### src/rtl/fft_seq_pkg.sv
// Shared types and helpers for the FFT butterfly stage sequencer.
// Holds the sequencer state enum, ctrl bit indices and twiddle index math.
package fft_seq_pkg;

  typedef enum logic [2:0] {
    IDLE,
    CLR,
    ISSUE,
    DRAIN,
    NEXT
  } seq_state_e;

  // Bit positions inside ictrl / octrl
  localparam int CTRL_FIRST = 0;
  localparam int CTRL_LAST  = 1;

  // Twiddle ROM index for butterfly k in stage stg of a 2^n point FFT:
  // keep the low stg bits of k, then scale into the half-length ROM.
  function automatic logic [31:0] twiddle_idx(
    input logic [31:0] k,
    input int unsigned stg,
    input int unsigned n
  );
    logic [31:0] mask;
    mask = (32'd1 << stg) - 32'd1;
    return (k & mask) << (n - 32'd1 - stg);
  endfunction

endpackage

### src/rtl/butterfly_stage_sequencer_max.sv
// Running maximum of write-back bit widths for block floating point.
// Ports: clk, rst (async low), clr_i, en_i, value_i -> max_o (registered).
module bfp_max_tracker #(
  parameter int W = 5
) (
  input  logic         clk,
  input  logic         rst,
  input  logic         clr_i,
  input  logic         en_i,
  input  logic [W-1:0] value_i,
  output logic [W-1:0] max_o
);

  logic [W-1:0] max_q;
  logic [W-1:0] max_d;

  always_comb begin
    max_d = max_q;
    if (clr_i) begin
      max_d = '0;
    end else if (en_i && (value_i > max_q)) begin
      max_d = value_i;
    end
  end

  always_ff @(posedge clk or negedge rst) begin
    if (!rst) begin
      max_q <= '0;
    end else begin
      max_q <= max_d;
    end
  end

  assign max_o = max_q;

endmodule

### src/rtl/butterfly_stage_sequencer.sv
// Stage sequencer feeding butterflyCore: issues per-stage beats, waits for
// write-back drain, tracks BFP exponent. Ports: start/bfp_init in, busy/done/
// bfp_final/stage status out, iact/ictrl/iMemAddr/twiddle_addr/ibfp/clr_bfp
// to the core, oact/octrl/bw_ramwrite from the core.
module butterfly_stage_sequencer
  import fft_seq_pkg::*;
#(
  parameter int FFT_N     = 10,
  parameter int FFT_BFPDW = 5,
  parameter int FFT_STGW  = 4
) (
  input  logic                 clk,
  input  logic                 rst,
  input  logic                 start,
  input  logic [FFT_BFPDW-1:0] bfp_init,
  output logic                 busy,
  output logic                 done,
  output logic [FFT_BFPDW-1:0] bfp_final,
  output logic [FFT_STGW-1:0]  stage,
  output logic                 iact,
  output logic [1:0]           ictrl,
  output logic [FFT_N-2:0]     iMemAddr,
  output logic [FFT_N-2:0]     twiddle_addr,
  output logic [FFT_BFPDW-1:0] ibfp,
  output logic                 clr_bfp,
  input  logic                 oact,
  input  logic [1:0]           octrl,
  input  logic [FFT_BFPDW-1:0] bw_ramwrite
);

  localparam int KW = FFT_N - 1;
  localparam logic [KW-1:0] KMAX = {KW{1'b1}};
  localparam logic [FFT_STGW-1:0] LAST_STG = FFT_STGW'(FFT_N - 1);

  seq_state_e state_q;

  logic                 busy_q;
  logic                 done_q;
  logic [FFT_BFPDW-1:0] bfp_final_q;
  logic [FFT_STGW-1:0]  stage_q;
  logic                 iact_q;
  logic [1:0]           ictrl_q;
  logic [KW-1:0]        k_q;
  logic [KW-1:0]        tw_q;
  logic [FFT_BFPDW-1:0] ibfp_q;
  logic                 clr_q;

  logic [KW-1:0]        k_d;
  logic [KW-1:0]        tw_d;
  logic [1:0]           ctrl_d;
  logic                 wb_last;
  logic                 trk_en;
  logic                 trk_clr;
  logic [FFT_BFPDW-1:0] trk_max;
  logic                 unused_octrl;

  assign unused_octrl = octrl[CTRL_FIRST];

  // Write-backs only count while a stage is in flight; anything the core
  // emits outside ISSUE/DRAIN (e.g. after a reset) is discarded.
  assign trk_en  = oact && ((state_q == ISSUE) || (state_q == DRAIN));
  assign trk_clr = (state_q == CLR);
  assign wb_last = oact && octrl[CTRL_LAST];

  // Next beat's address, twiddle and ctrl, precomputed so outputs stay
  // registered.
  always_comb begin
    k_d    = k_q + 1'b1;
    tw_d   = KW'(twiddle_idx(32'(k_d), 32'(stage_q), 32'(FFT_N)));
    ctrl_d = '0;
    ctrl_d[CTRL_LAST] = (k_d == KMAX);
  end

  bfp_max_tracker #(
    .W (FFT_BFPDW)
  ) u_max (
    .clk     (clk),
    .rst     (rst),
    .clr_i   (trk_clr),
    .en_i    (trk_en),
    .value_i (bw_ramwrite),
    .max_o   (trk_max)
  );

  always_ff @(posedge clk or negedge rst) begin
    if (!rst) begin
      state_q     <= IDLE;
      busy_q      <= 1'b0;
      done_q      <= 1'b0;
      bfp_final_q <= '0;
      stage_q     <= '0;
      iact_q      <= 1'b0;
      ictrl_q     <= '0;
      k_q         <= '0;
      tw_q        <= '0;
      ibfp_q      <= '0;
      clr_q       <= 1'b0;
    end else begin
      clr_q  <= 1'b0;
      done_q <= 1'b0;
      unique case (state_q)
        IDLE: begin
          if (start) begin
            state_q <= CLR;
            ibfp_q  <= bfp_init;
            stage_q <= '0;
            busy_q  <= 1'b1;
            clr_q   <= 1'b1;
          end
        end
        CLR: begin
          state_q <= ISSUE;
          iact_q  <= 1'b1;
          k_q     <= '0;
          tw_q    <= '0;
          ictrl_q <= 2'(1 << CTRL_FIRST);
        end
        ISSUE: begin
          if (k_q == KMAX) begin
            state_q <= DRAIN;
            iact_q  <= 1'b0;
            ictrl_q <= '0;
          end else begin
            k_q     <= k_d;
            tw_q    <= tw_d;
            ictrl_q <= ctrl_d;
          end
        end
        DRAIN: begin
          // The in-place RAM must be fully written before the next stage
          // reads it, so only the core's last-write marker releases us.
          if (wb_last) begin
            state_q <= NEXT;
          end
        end
        NEXT: begin
          if (stage_q == LAST_STG) begin
            bfp_final_q <= trk_max;
            done_q      <= 1'b1;
            busy_q      <= 1'b0;
            state_q     <= IDLE;
          end else begin
            ibfp_q  <= trk_max;
            stage_q <= stage_q + 1'b1;
            clr_q   <= 1'b1;
            state_q <= CLR;
          end
        end
        default: begin
          state_q <= IDLE;
        end
      endcase
    end
  end

  assign busy         = busy_q;
  assign done         = done_q;
  assign bfp_final    = bfp_final_q;
  assign stage        = stage_q;
  assign iact         = iact_q;
  assign ictrl        = ictrl_q;
  assign iMemAddr     = k_q;
  assign twiddle_addr = tw_q;
  assign ibfp         = ibfp_q;
  assign clr_bfp      = clr_q;

endmodule
### config.mk
export PLATFORM = sky130hd
export DESIGN_NAME = butterfly_stage_sequencer
export DESIGN_NICKNAME = d
export VERILOG_FILES = /design/src/rtl/fft_seq_pkg.sv /design/src/rtl/butterfly_stage_sequencer_max.sv /design/src/rtl/butterfly_stage_sequencer.sv
export SDC_FILE = /design/constraint.sdc
export NUM_CORES = 1
export LEC_CHECK = 0
export CORE_ASPECT_RATIO = 1.25
export CORE_MARGIN = 3
export CORE_UTILIZATION = 55
export CTS_CLUSTER_DIAMETER = 30
export DETAILED_ROUTE_END_ITERATION = 10
export HOLD_SLACK_MARGIN = 0.03
export PLACE_DENSITY = 0.83
export REMOVE_ABC_BUFFERS = 1
export SETUP_SLACK_MARGIN = 0.2
export SYNTH_ARGS = -nofsm -noshare
export SYNTH_HDL_FRONTEND = slang
export SYNTH_SLANG_ARGS = --single-unit
### constraint.sdc
create_clock -name clk -period 4.5 [get_ports clk]
set_input_delay 0.45 -clock clk [delete_from_list [all_inputs] [get_ports clk]]
set_output_delay 0.45 -clock clk [all_outputs]
set_load 0.005 [all_outputs]
==> results.sh <==
export IMPL_status="complete, no violations"
export IMPL_syn_to_final_growth_pct=20.6
export IMPL_cts_tree="yes"
export IMPL_cts_buffers=5
export IMPL_cpMostUsedCell="ha_1"
export IMPL_fmax_mhz=310
export IMPL_power_density_nw_per_um2=615
export IMPL_p_total_mw=2.22
export IMPL_critPathCaptureType="flip-flop"
export IMPL_period_needed_ns=3.22
export IMPL_rows=29
export IMPL_boundaryPins=54
export IMPL_synth_top_family_by_area="simple AND/OR/NAND/NOR gates"
export IMPL_critical_path_class="flip-flop to flip-flop"
export IMPL_drive_gt1_share_pct=5.41
export IMPL_clkTransAtPathRegs_ns=0.09
export IMPL_io_buffers=52
export IMPL_coreArea_sq_um=5190
export IMPL_grt_pass1_vias=2691
export IMPL_avgSynthCellArea_sq_um=8.66
export IMPL_vias=2767
export IMPL_synthSimpleGateAreaFrac_pct=21.5
export IMPL_place_ws_ns=1.34
export IMPL_ff2ff_path_depth=10
export IMPL_fin_tns_setup_ns=0
export IMPL_reg2reg_to="twiddle_addr[8]"
export IMPL_clkLatencyLatePin_ns=0.30
export IMPL_grt_usage_pct=25.5
export IMPL_synthCells=346
export IMPL_drt_iter0_markers=278
export IMPL_drv_slew=0
export IMPL_synthFlopType="dfrtp_1"
export IMPL_htree_levels=2
export IMPL_switchingPower_mw=1.02
export IMPL_synthAdderAreaFrac_pct=7.52
export IMPL_drc_errors=0
export IMPL_cp_cell_sequence="inv_1 -> ha_1 -> nand2_1 -> ha_1 -> nor4b_1 -> o31ai_1 -> o22ai_1 -> or3_1 -> a221o_1 -> a21oi_1"
export IMPL_postCtsSetupRepairBufs=0
export IMPL_fin_ws_ns=1.28
export IMPL_grt_pass1_wl_mm=12.9
export IMPL_hold_violations=0
export IMPL_cp_required_ns=4.73
export IMPL_chipWidth_um=72.0
export IMPL_path_max_fanout=16
export IMPL_start_util_pct=57.8
export IMPL_synth_ff_latch_count=46
export IMPL_synthXorXnorAreaFrac_pct=2.34
export IMPL_cts_resized=0
export IMPL_r2r_setup_slack_ns=1.28
export IMPL_antenna_found_initial=0
export IMPL_max_slew_margin_pct=32.7
export IMPL_syn_area_sq_um=3000
export IMPL_antenna_cells=0
export IMPL_vdd_ir_drop_worst_mv=0.347
export IMPL_viasPerCell=6.15
export IMPL_first_pass_iters=4
export IMPL_grt_max_degree=47
export IMPL_routed_wl_mm=7.61
export IMPL_finalSetupViolCount=0
export IMPL_slowest_stage="dfrtp_1"
export IMPL_synth_mux_area_fraction_pct=5.55
export IMPL_layout_commonest_cell="clkdlybuf4s50_1"
export IMPL_internal_power_mw=1.20
export IMPL_drv_cap=0
export IMPL_pwr_share_seq_pct=31.9
export IMPL_die_area_sq_um=6380
export IMPL_ant_nets=0
export IMPL_die_y_um=88.5
export IMPL_endpoint="twiddle_addr[8]"
export IMPL_post_dp_hpwl_mm=5.70
export IMPL_grt_ovfl_total=0
export IMPL_synth_cell_types=57
export IMPL_power_frac_comb_pct=55.7
export IMPL_globalplace_congestion=0.902
export IMPL_rr_startpoint="stage[1]"
export IMPL_cts_root_buf="clkbuf_8"
export IMPL_hold_ws_ns=0.309
export IMPL_cts_sinks=46
export IMPL_cpPeakStageDelay_ns=0.59
export IMPL_worstMarginPinSlew_ns=1.01
export IMPL_hp_class="input port to async pin"
export IMPL_synth_compound_area_share_pct=19.3
export IMPL_synth_edf_count=0
export IMPL_finClkSkew_ns=0.00724
export IMPL_crit_path_start="stage[1]"
export IMPL_final_cell_mix="51 x clkdlybuf4s50_1, 49 x nand2_1, 46 x dfrtp_1, 25 x nor2_1, 25 x o21ai_0"
export IMPL_nets=421
export IMPL_ys_async_sr_fraction_pct=100
export IMPL_crit_arrival_ns=3.45
export IMPL_yosysWarnings=0
export IMPL_rsz0062_at_grt="no"
export IMPL_clock_power_share_pct=12.4
export IMPL_post_route_period_util_pct=71.6
export IMPL_start_kind="flip-flop"
export IMPL_netSwitchingFraction_pct=46.0
export IMPL_p_leak_nw=1.58
export IMPL_cts_hold_buf=0
export IMPL_wl_per_cell_um=16.9
export IMPL_clockBufferDepth=2
export IMPL_yosysSeqAreaShare_pct=38.4
routing by layer:
metal / share of wire (%) / global-route usage, %
met3: 5.2 / 4.77
met1: 39 / 28.8
met2: 53 / 47.8
met5: 0 / 0
met4: 2.5 / 8.89
critical path, delay by kind of cell (launching register included):
kind	cells	cell delay (ns)
adder cells (fa/ha/maj)	2	0.70
AND/OR/NAND/NOR	3	0.61
buffers and inverters	1	0.35
flip-flops	1	0.59
AO/OA/AOI/OAI	4	0.89
metrics by stage:
step,std cells,cell area (sq um),util [%]
2_1_floorplan,326,2910,-
3_3_place_gp,442,3520,67.8
3_5_place_dp,442,3520,67.8
4_1_cts,450,3610,69.7
5_1_grt,450,3610,69.7
6_report,450,3610,69.7
power groups by stage:
stage	Sequential [mW]	Combinational [mW]	Clock, mW
6_report	0.710	1.24	0.276
5_1_grt	0.734	1.38	0.293
4_1_cts	0.709	1.23	0.276
3_5_place_dp	0.716	1.22	0
3_3_place_gp	0.709	1.19	0
2_1_floorplan	0.695	0.758	0
layout make-up:
type	instances	area (sq um)
multi-input cells	260	1690
fillers	430	1570
flip-flops and latches	46	1150
repair buffers	54	531
clock buffers	7	86.3
well taps	62	77.6
inverters	20	75.1
clock inverters	1	8.76
cells in the mapped netlist (2+ instances only):
cell | number | area share (%)
a31oi_1 | 3 | 0.63
nor4_1 | 2 | 0.42
a21oi_1 | 13 | 2.2
mux2_2 | 5 | 1.9
mux2i_1 | 11 | 3.7
ha_1 | 18 | 7.5
and2_1 | 2 | 0.42
buf_2 | 8 | 1.3
o21ai_0 | 25 | 4.2
o32a_1 | 2 | 0.67
nand2b_1 | 5 | 1.0
xnor2_1 | 4 | 1.2
o21ai_1 | 3 | 0.50
nand2_1 | 49 | 6.1
nand4_1 | 5 | 1.0
o21a_1 | 4 | 1.0
nor3b_1 | 2 | 0.50
nor2_1 | 25 | 3.1
xor2_1 | 4 | 1.2
or2_2 | 2 | 0.42
clkbuf_1 | 11 | 1.4
inv_1 | 19 | 2.4
o211ai_1 | 4 | 1.0
a21o_1 | 2 | 0.50
and3_1 | 6 | 1.3
o2111ai_1 | 3 | 0.88
nor3_1 | 4 | 0.67
or3_1 | 4 | 0.83
nor2b_1 | 4 | 0.83
and4_1 | 2 | 0.58
dfrtp_1 | 46 | 38
o22ai_1 | 3 | 0.63
o31ai_1 | 9 | 2.3
o41ai_1 | 2 | 0.58
nand3_1 | 13 | 2.2
registers in the layout, summed over array words and instances, names as in the netlist, 2 cells and up:
signal,count
stage,4
u_max.max_o,5
twiddle_addr,9
iMemAddr,9
bfp_final,5
ictrl,2
state_q,3
ibfp,5
cell families after synthesis:
logic type      count (synthesis)
buf+inv                        40
flops                          46
simple gates                  131
fa+ha+maj                      18
compound gates                 87
xor+xnor                        8
mux                            16
worst min path at each step:
stage          slack (ns)               to
4_1_cts              0.35      iMemAddr[2]
5_1_grt              0.38      iMemAddr[2]
2_1_floorplan        0.15     bfp_final[0]
3_3_place_gp         0.46  twiddle_addr[2]
6_report             0.31      iMemAddr[3]
3_5_place_dp         0.47  twiddle_addr[3]
(Power assumes the default switching activity.)
